### src/rtl/cnt_down_timer_pkg.sv
// Shared types for the down-counting timer and the display/alarm controller
// that decodes its status outputs.
package cnt_down_timer_pkg;

  localparam int unsigned STATE_W = 2;
  localparam int unsigned OP_W    = 3;

  typedef enum logic [STATE_W-1:0] {
    ST_IDLE  = 2'd0,
    ST_RUN   = 2'd1,
    ST_PAUSE = 2'd2,
    ST_DONE  = 2'd3
  } state_e;

  // Counter-core operation selected by the control FSM each cycle.
  typedef enum logic [OP_W-1:0] {
    OP_HOLD   = 3'd0,
    OP_CLR    = 3'd1,
    OP_LOAD   = 3'd2,
    OP_RELOAD = 3'd3,
    OP_DEC    = 3'd4
  } cnt_op_e;

endpackage

### src/rtl/cnt_down_timer_if.sv
// Command/status bundle between the timer and its controlling logic.
interface cnt_down_timer_if #(
  parameter int unsigned WIDTH = 16
);
  logic             tick;
  logic             load;
  logic [WIDTH-1:0] load_val;
  logic             start;
  logic             pause;
  logic             clear;
  logic [WIDTH-1:0] q;
  logic             busy;
  logic             paused;
  logic             done;
  logic             expired;

  modport master (
    output tick, load, load_val, start, pause, clear,
    input  q, busy, paused, done, expired
  );

  modport slave (
    input  tick, load, load_val, start, pause, clear,
    output q, busy, paused, done, expired
  );
endinterface

### src/rtl/cnt_down_timer_down_cnt_core.sv
// Period register and remaining-count register with decrement and the
// zero/one compares the control FSM needs.
module down_cnt_core
  import cnt_down_timer_pkg::*;
#(
  parameter int unsigned WIDTH = 16
) (
  input  logic             clk,
  input  logic             rstn,
  input  cnt_op_e          op,
  input  logic [WIDTH-1:0] load_val,
  output logic [WIDTH-1:0] q,
  output logic             q_zero_c,
  output logic             q_one_c,
  output logic             period_zero_c
);

  logic [WIDTH-1:0] period;

  always_ff @(posedge clk or negedge rstn) begin
    if (!rstn) begin
      period <= '0;
      q      <= '0;
    end else begin
      case (op)
        OP_CLR:    q <= '0;
        OP_LOAD: begin
          period <= load_val;
          q      <= load_val;
        end
        OP_RELOAD: q <= period;
        // Saturate at zero so the count can never wrap.
        OP_DEC:    if (q != '0) q <= q - WIDTH'(1);
        default:   ;
      endcase
    end
  end

  assign q_zero_c      = (q == '0);
  assign q_one_c       = (q == WIDTH'(1));
  assign period_zero_c = (period == '0);

endmodule

### src/rtl/cnt_down_timer.sv
// Loadable down-counting timer: command priority and run/pause/done control
// around a down_cnt_core.
module cnt_down_timer
  import cnt_down_timer_pkg::*;
#(
  parameter int unsigned WIDTH       = 16,
  parameter bit          AUTO_RELOAD = 1'b0
) (
  input  logic           clk,
  input  logic           rstn,
  cnt_down_timer_if.slave tif
);

  state_e     state_q, state_d;
  cnt_op_e    op;
  logic       done_q, done_d;
  logic       expired_q, expired_d;
  logic       busy_q, paused_q;
  logic       q_zero_c, q_one_c, period_zero_c;
  logic       clr_ok_c, load_ok_c, pause_ok_c, start_ok_c;
  logic [WIDTH-1:0] q;

  down_cnt_core #(.WIDTH(WIDTH)) u_core (
    .clk           (clk),
    .rstn          (rstn),
    .op            (op),
    .load_val      (tif.load_val),
    .q             (q),
    .q_zero_c      (q_zero_c),
    .q_one_c       (q_one_c),
    .period_zero_c (period_zero_c)
  );

  // A command is only considered if it is legal in the current state.
  assign clr_ok_c   = tif.clear;
  assign load_ok_c  = tif.load && (state_q != ST_RUN);
  assign pause_ok_c = tif.pause && (state_q == ST_RUN);
  assign start_ok_c = tif.start && ((state_q == ST_IDLE) || (state_q == ST_DONE) ||
                                    ((state_q == ST_PAUSE) && !q_zero_c));

  always_comb begin
    state_d   = state_q;
    op        = OP_HOLD;
    done_d    = 1'b0;
    expired_d = expired_q;
    if (clr_ok_c) begin
      state_d   = ST_IDLE;
      op        = OP_CLR;
      expired_d = 1'b0;
    end else if (load_ok_c) begin
      op        = OP_LOAD;
      expired_d = 1'b0;
      if (state_q == ST_DONE) state_d = ST_IDLE;
    end else if (pause_ok_c) begin
      state_d = ST_PAUSE;
    end else if (start_ok_c) begin
      expired_d = 1'b0;
      case (state_q)
        ST_IDLE: begin
          if (q_zero_c) begin
            state_d   = ST_DONE;
            done_d    = 1'b1;
            expired_d = 1'b1;
          end else begin
            state_d = ST_RUN;
          end
        end
        ST_DONE: begin
          op = OP_RELOAD;
          if (period_zero_c) begin
            done_d    = 1'b1;
            expired_d = 1'b1;
          end else begin
            state_d = ST_RUN;
          end
        end
        default: state_d = ST_RUN;
      endcase
    end else if ((state_q == ST_RUN) && tif.tick && !q_zero_c) begin
      op = OP_DEC;
      if (q_one_c) begin
        done_d    = 1'b1;
        expired_d = 1'b1;
        // Auto-reload skips the zero count unless the period itself is zero.
        if (AUTO_RELOAD && !period_zero_c) op = OP_RELOAD;
        else                               state_d = ST_DONE;
      end
    end
  end

  always_ff @(posedge clk or negedge rstn) begin
    if (!rstn) begin
      state_q   <= ST_IDLE;
      busy_q    <= 1'b0;
      paused_q  <= 1'b0;
      done_q    <= 1'b0;
      expired_q <= 1'b0;
    end else begin
      state_q   <= state_d;
      busy_q    <= (state_d == ST_RUN);
      paused_q  <= (state_d == ST_PAUSE);
      done_q    <= done_d;
      expired_q <= expired_d;
    end
  end

  assign tif.q       = q;
  assign tif.busy    = busy_q;
  assign tif.paused  = paused_q;
  assign tif.done    = done_q;
  assign tif.expired = expired_q;

endmodule

### src/flat_wrapper.sv
// flat-port wrapper written by rule: the top's interface ports become plain ports
module cnt_down_timer_flat import cnt_down_timer_pkg::*;
#(
  parameter int unsigned WIDTH       = 16,
  parameter bit          AUTO_RELOAD = 1'b0
)
  (clk, rstn, tif_tick, tif_load, tif_load_val, tif_start, tif_pause, tif_clear, tif_q, tif_busy, tif_paused, tif_done, tif_expired);
  cnt_down_timer_if #(.WIDTH(WIDTH)) tif_i ();
  input  logic clk;
  input  logic rstn;
  input wire logic [$bits(tif_i.tick)-1:0] tif_tick;
  input wire logic [$bits(tif_i.load)-1:0] tif_load;
  input wire logic [$bits(tif_i.load_val)-1:0] tif_load_val;
  input wire logic [$bits(tif_i.start)-1:0] tif_start;
  input wire logic [$bits(tif_i.pause)-1:0] tif_pause;
  input wire logic [$bits(tif_i.clear)-1:0] tif_clear;
  output wire logic [$bits(tif_i.q)-1:0] tif_q;
  output wire logic [$bits(tif_i.busy)-1:0] tif_busy;
  output wire logic [$bits(tif_i.paused)-1:0] tif_paused;
  output wire logic [$bits(tif_i.done)-1:0] tif_done;
  output wire logic [$bits(tif_i.expired)-1:0] tif_expired;
  assign tif_i.tick = tif_tick;
  assign tif_i.load = tif_load;
  assign tif_i.load_val = tif_load_val;
  assign tif_i.start = tif_start;
  assign tif_i.pause = tif_pause;
  assign tif_i.clear = tif_clear;
  assign tif_q = tif_i.q;
  assign tif_busy = tif_i.busy;
  assign tif_paused = tif_i.paused;
  assign tif_done = tif_i.done;
  assign tif_expired = tif_i.expired;
  cnt_down_timer #(.WIDTH(WIDTH), .AUTO_RELOAD(AUTO_RELOAD)) u_core (.clk(clk), .rstn(rstn), .tif(tif_i));
endmodule
### config.mk
export PLATFORM = sky130hd
export DESIGN_NAME = cnt_down_timer_flat
export DESIGN_NICKNAME = d
export VERILOG_FILES = /design/src/rtl/cnt_down_timer_pkg.sv /design/src/rtl/cnt_down_timer_if.sv /design/src/rtl/cnt_down_timer_down_cnt_core.sv /design/src/rtl/cnt_down_timer.sv /design/src/flat_wrapper.sv
export SDC_FILE = /design/constraint.sdc
export NUM_CORES = 1
export LEC_CHECK = 0
export CAP_MARGIN = 5
export CORE_UTILIZATION = 35
export DETAILED_ROUTE_END_ITERATION = 12
export PLACE_DENSITY = 0.57
export REMOVE_ABC_BUFFERS = 1
export SLEW_MARGIN = 15
export SYNTH_ARGS = -nofsm -noshare
export SYNTH_HDL_FRONTEND = slang
export SYNTH_SLANG_ARGS = --single-unit
### constraint.sdc
create_clock -name clk -period 6 [get_ports clk]
set_input_delay 1.2 -clock clk [delete_from_list [all_inputs] [get_ports clk]]
set_output_delay 1.2 -clock clk [all_outputs]
set_load 0.01 [all_outputs]
==> results_dict.tcl <==
set metrics [dict create \
    ys_ff_latch 38 \
    crit_type "input port to register" \
    postSynthCellCount 234 \
    final.min_clock_period_ns 3.09 \
    ys_types 49 \
    hpwlAfterDp_um 4070 \
    drtIter0Drc 76 \
    grt_first_pass_wirelength_um 9250 \
    grt_pass1_vias 1851 \
    avgViaCountPerCell 5.44 \
    post-cts-setup-buffers 0 \
    synth_flop_cell "dfrtp_1" \
    synth_top_cell_area_share 0.424 \
    post_cts_resized 0 \
    cp_max_fo 17 \
    antenna_found_initial 0 \
    start_kind "input port" \
    wl_per_cell_um 16.1 \
    setup_viol 0 \
    cts_root_buffer "clkbuf_8" \
    drive_gt1_frac 0.0725 \
    synth_area_leaders "dfrtp_1 42%, nand2_1 8.9%, a221o_1 5.8%" \
    critPathRequiredTime_ns 6.18 \
    drc_errors 0 \
    crit_arrival_ns 3.27 \
    maxCapViolCount 0 \
    clock_path_buffers 2 \
    yosys-top-cells-count "53 x nand2_1, 38 x dfrtp_1, 13 x a221o_1, 13 x nor2_1, 12 x o21ai_0" \
    final.setup_skew_ns 0.0120 \
    whs_ns 0.514 \
    worstReg2RegStart "u_core.state_q[0]$_DFF_PN0_" \
    synth_edf_count 0 \
    tightestPinTransition_ns 0.934 \
    power_density_nw_per_um2 264 \
    initial_core_util 0.370 \
    ir_drop_mv 0.131 \
    reg2reg_to "u_core.u_core.q[6]$_DFFE_PN0P_" \
    max_slew_margin 0.376 \
    status "finished, final reports clean" \
    hold_viol_final 0 \
    first_pass_iters 4 \
    gp_congestion 0.832 \
    yosysMostFrequentCell "nand2_1" \
    r2r_slack_ns 3.26 \
    io_pins 43 \
    leakagePower_nw 1.20 \
    die_w_um 82.1 \
    slew_viol_final 0 \
    tns_ns 0 \
    crit_end "u_core.u_core.q[6]$_DFFE_PN0P_" \
    synth_top_area_cell "dfrtp_1" \
    synth-async-reset-ratio 1.00 \
    grt_max_degree 39 \
    syn_area_um2 2240 \
    die_y_um 82.1 \
    dieArea_um2 6730 \
    hold_buffers 0 \
    diodes 0 \
    area_growth_pct 26.5 \
    ant_nets 0 \
    critPathLaunch "tif_load" \
    core_um2 6060 \
    row_count 28 \
    vias 1910 \
    ys_seq_area_frac 0.424 \
    clock_sinks 38 \
    fmax_mhz 323 \
    syn_avg_cell_area_um2 9.59 \
    nets 307 \
    timing.final.crit_share 0.515 \
    cts_tree "yes" \
    cts_htree_levels 2 \
    reg2reg_depth 7 \
    worstSetupEndpointType "register" \
    clk_transition_reported_paths_ns 0.07 \
    nFillCells 593 \
    grt-ovfl-total 0 \
    drt-total-wl_um 5660 \
    cts_inserted_buffers 5 \
    numPortBuffers 42 \
    grt_usage 0.185 \
    hp-class "register to register" \
    yosys_warnings 0 \
    grt_setup_unrepaired "no" \
    clkLatencyLatePin_ns 0.30 \
]
-- layer usage --
metal  track usage  up-vias  wire length [um]
met3        0.0367        7               358
met1         0.256      911              2740
met4        0.0579        0                68
met2         0.288       52              2500
met5             0        -                 0
li1              -      940                 -
-- metrics by stage --
stage	worst slack, ns	total power, W	cell area, um2	util	std cells
2_1_floorplan	3.38	0.000445	2200	-	225
4_1_cts	2.92	0.000754	2840	0.468	351
6_report	2.91	0.000748	2840	0.468	351
3_5_place_dp	2.60	0.000530	2730	0.450	344
5_1_grt	2.80	0.000790	2840	0.468	351
3_3_place_gp	2.68	0.000529	2730	0.450	344
-- logic make-up after synthesis --
| logic type | share of synthesized area |
|---|---|
| xor+xnor | 0.0390 |
| simple gates | 0.255 |
| flops | 0.424 |
| buf+inv | 0.0290 |
| fa+ha+maj | 0.0446 |
| mux | 0.0145 |
| compound gates | 0.194 |
-- cells in the final DEF, fill, tap and decap left out, types with 2 or more instances in the layout --
cell             count
buf_4                2
nor4_1               5
o21a_1               3
nor4b_1              2
nand4b_1             2
nand2_1             53
xnor2_1              5
nand3_1              2
inv_1                6
dfrtp_1             38
a21oi_1              4
nand4_1              8
o31a_1               2
a32oi_1              2
nor2_1              13
a211oi_1             3
mux2_2               2
ha_1                 8
clkbuf_8             6
clkdlybuf4s50_1     41
and2_1               2
o21ai_1              3
o21ai_0             12
nor3_1               3
xor2_1               5
a221o_1             13
nand2b_1             4
o211ai_1             2
or4_1                2
nor4_4               2
-- power by group --
group	internal [W]	total, W	switching [W]
clock	0.000133	0.000224	0.0000913
sequential	0.000287	0.000326	0.0000385
combinational	0.0000945	0.000198	0.000104
-- critical path, stage by stage --
cell             delay, ns
clkdlybuf4s50_1       0.45
mux2i_1               0.26
nand4b_1              0.28
a31oi_4               0.55
nor3b_4               0.19
a221o_1               0.33
-- flip-flops by register name, indices dropped and copies added, names as in the netlist --
register              flops
u_core.u_core.q          16
u_core.tif.done           1
u_core.tif.expired        1
u_core.u_core.period     16
u_core.tif.busy           1
u_core.state_q            2
u_core.tif.paused         1
-- area by class of cell --
cell class	instances	area, um2	share of cell area
sequential	38	951	0.335
multi-input combinational	181	1230	0.433
inverter	6	22.5	0.00794
tap	75	93.8	0.0331
timing repair buffer	44	430	0.152
clock buffer	6	82.6	0.0291
clock inverter	1	30.0	0.0106
-- worst min path at each step --
stage | depth (start not counted) | slack, ns | start | endpoint
finish | 2 | 0.51 | u_core.u_core.period[6]$_DFFE_PN0N_ | u_core.u_core.period[6]$_DFFE_PN0N_
global route | 2 | 0.54 | u_core.u_core.period[1]$_DFFE_PN0N_ | u_core.u_core.period[1]$_DFFE_PN0N_
CTS | 2 | 0.52 | u_core.u_core.period[6]$_DFFE_PN0N_ | u_core.u_core.period[6]$_DFFE_PN0N_
detailed placement | 2 | 0.49 | u_core.u_core.period[6]$_DFFE_PN0N_ | u_core.u_core.period[6]$_DFFE_PN0N_
global placement | 2 | 0.50 | u_core.u_core.period[8]$_DFFE_PN0N_ | u_core.u_core.period[8]$_DFFE_PN0N_
floorplan | 2 | 0.46 | u_core.u_core.period[1]$_DFFE_PN0N_ | u_core.u_core.period[1]$_DFFE_PN0N_
Power figures use the tool's default switching activity.
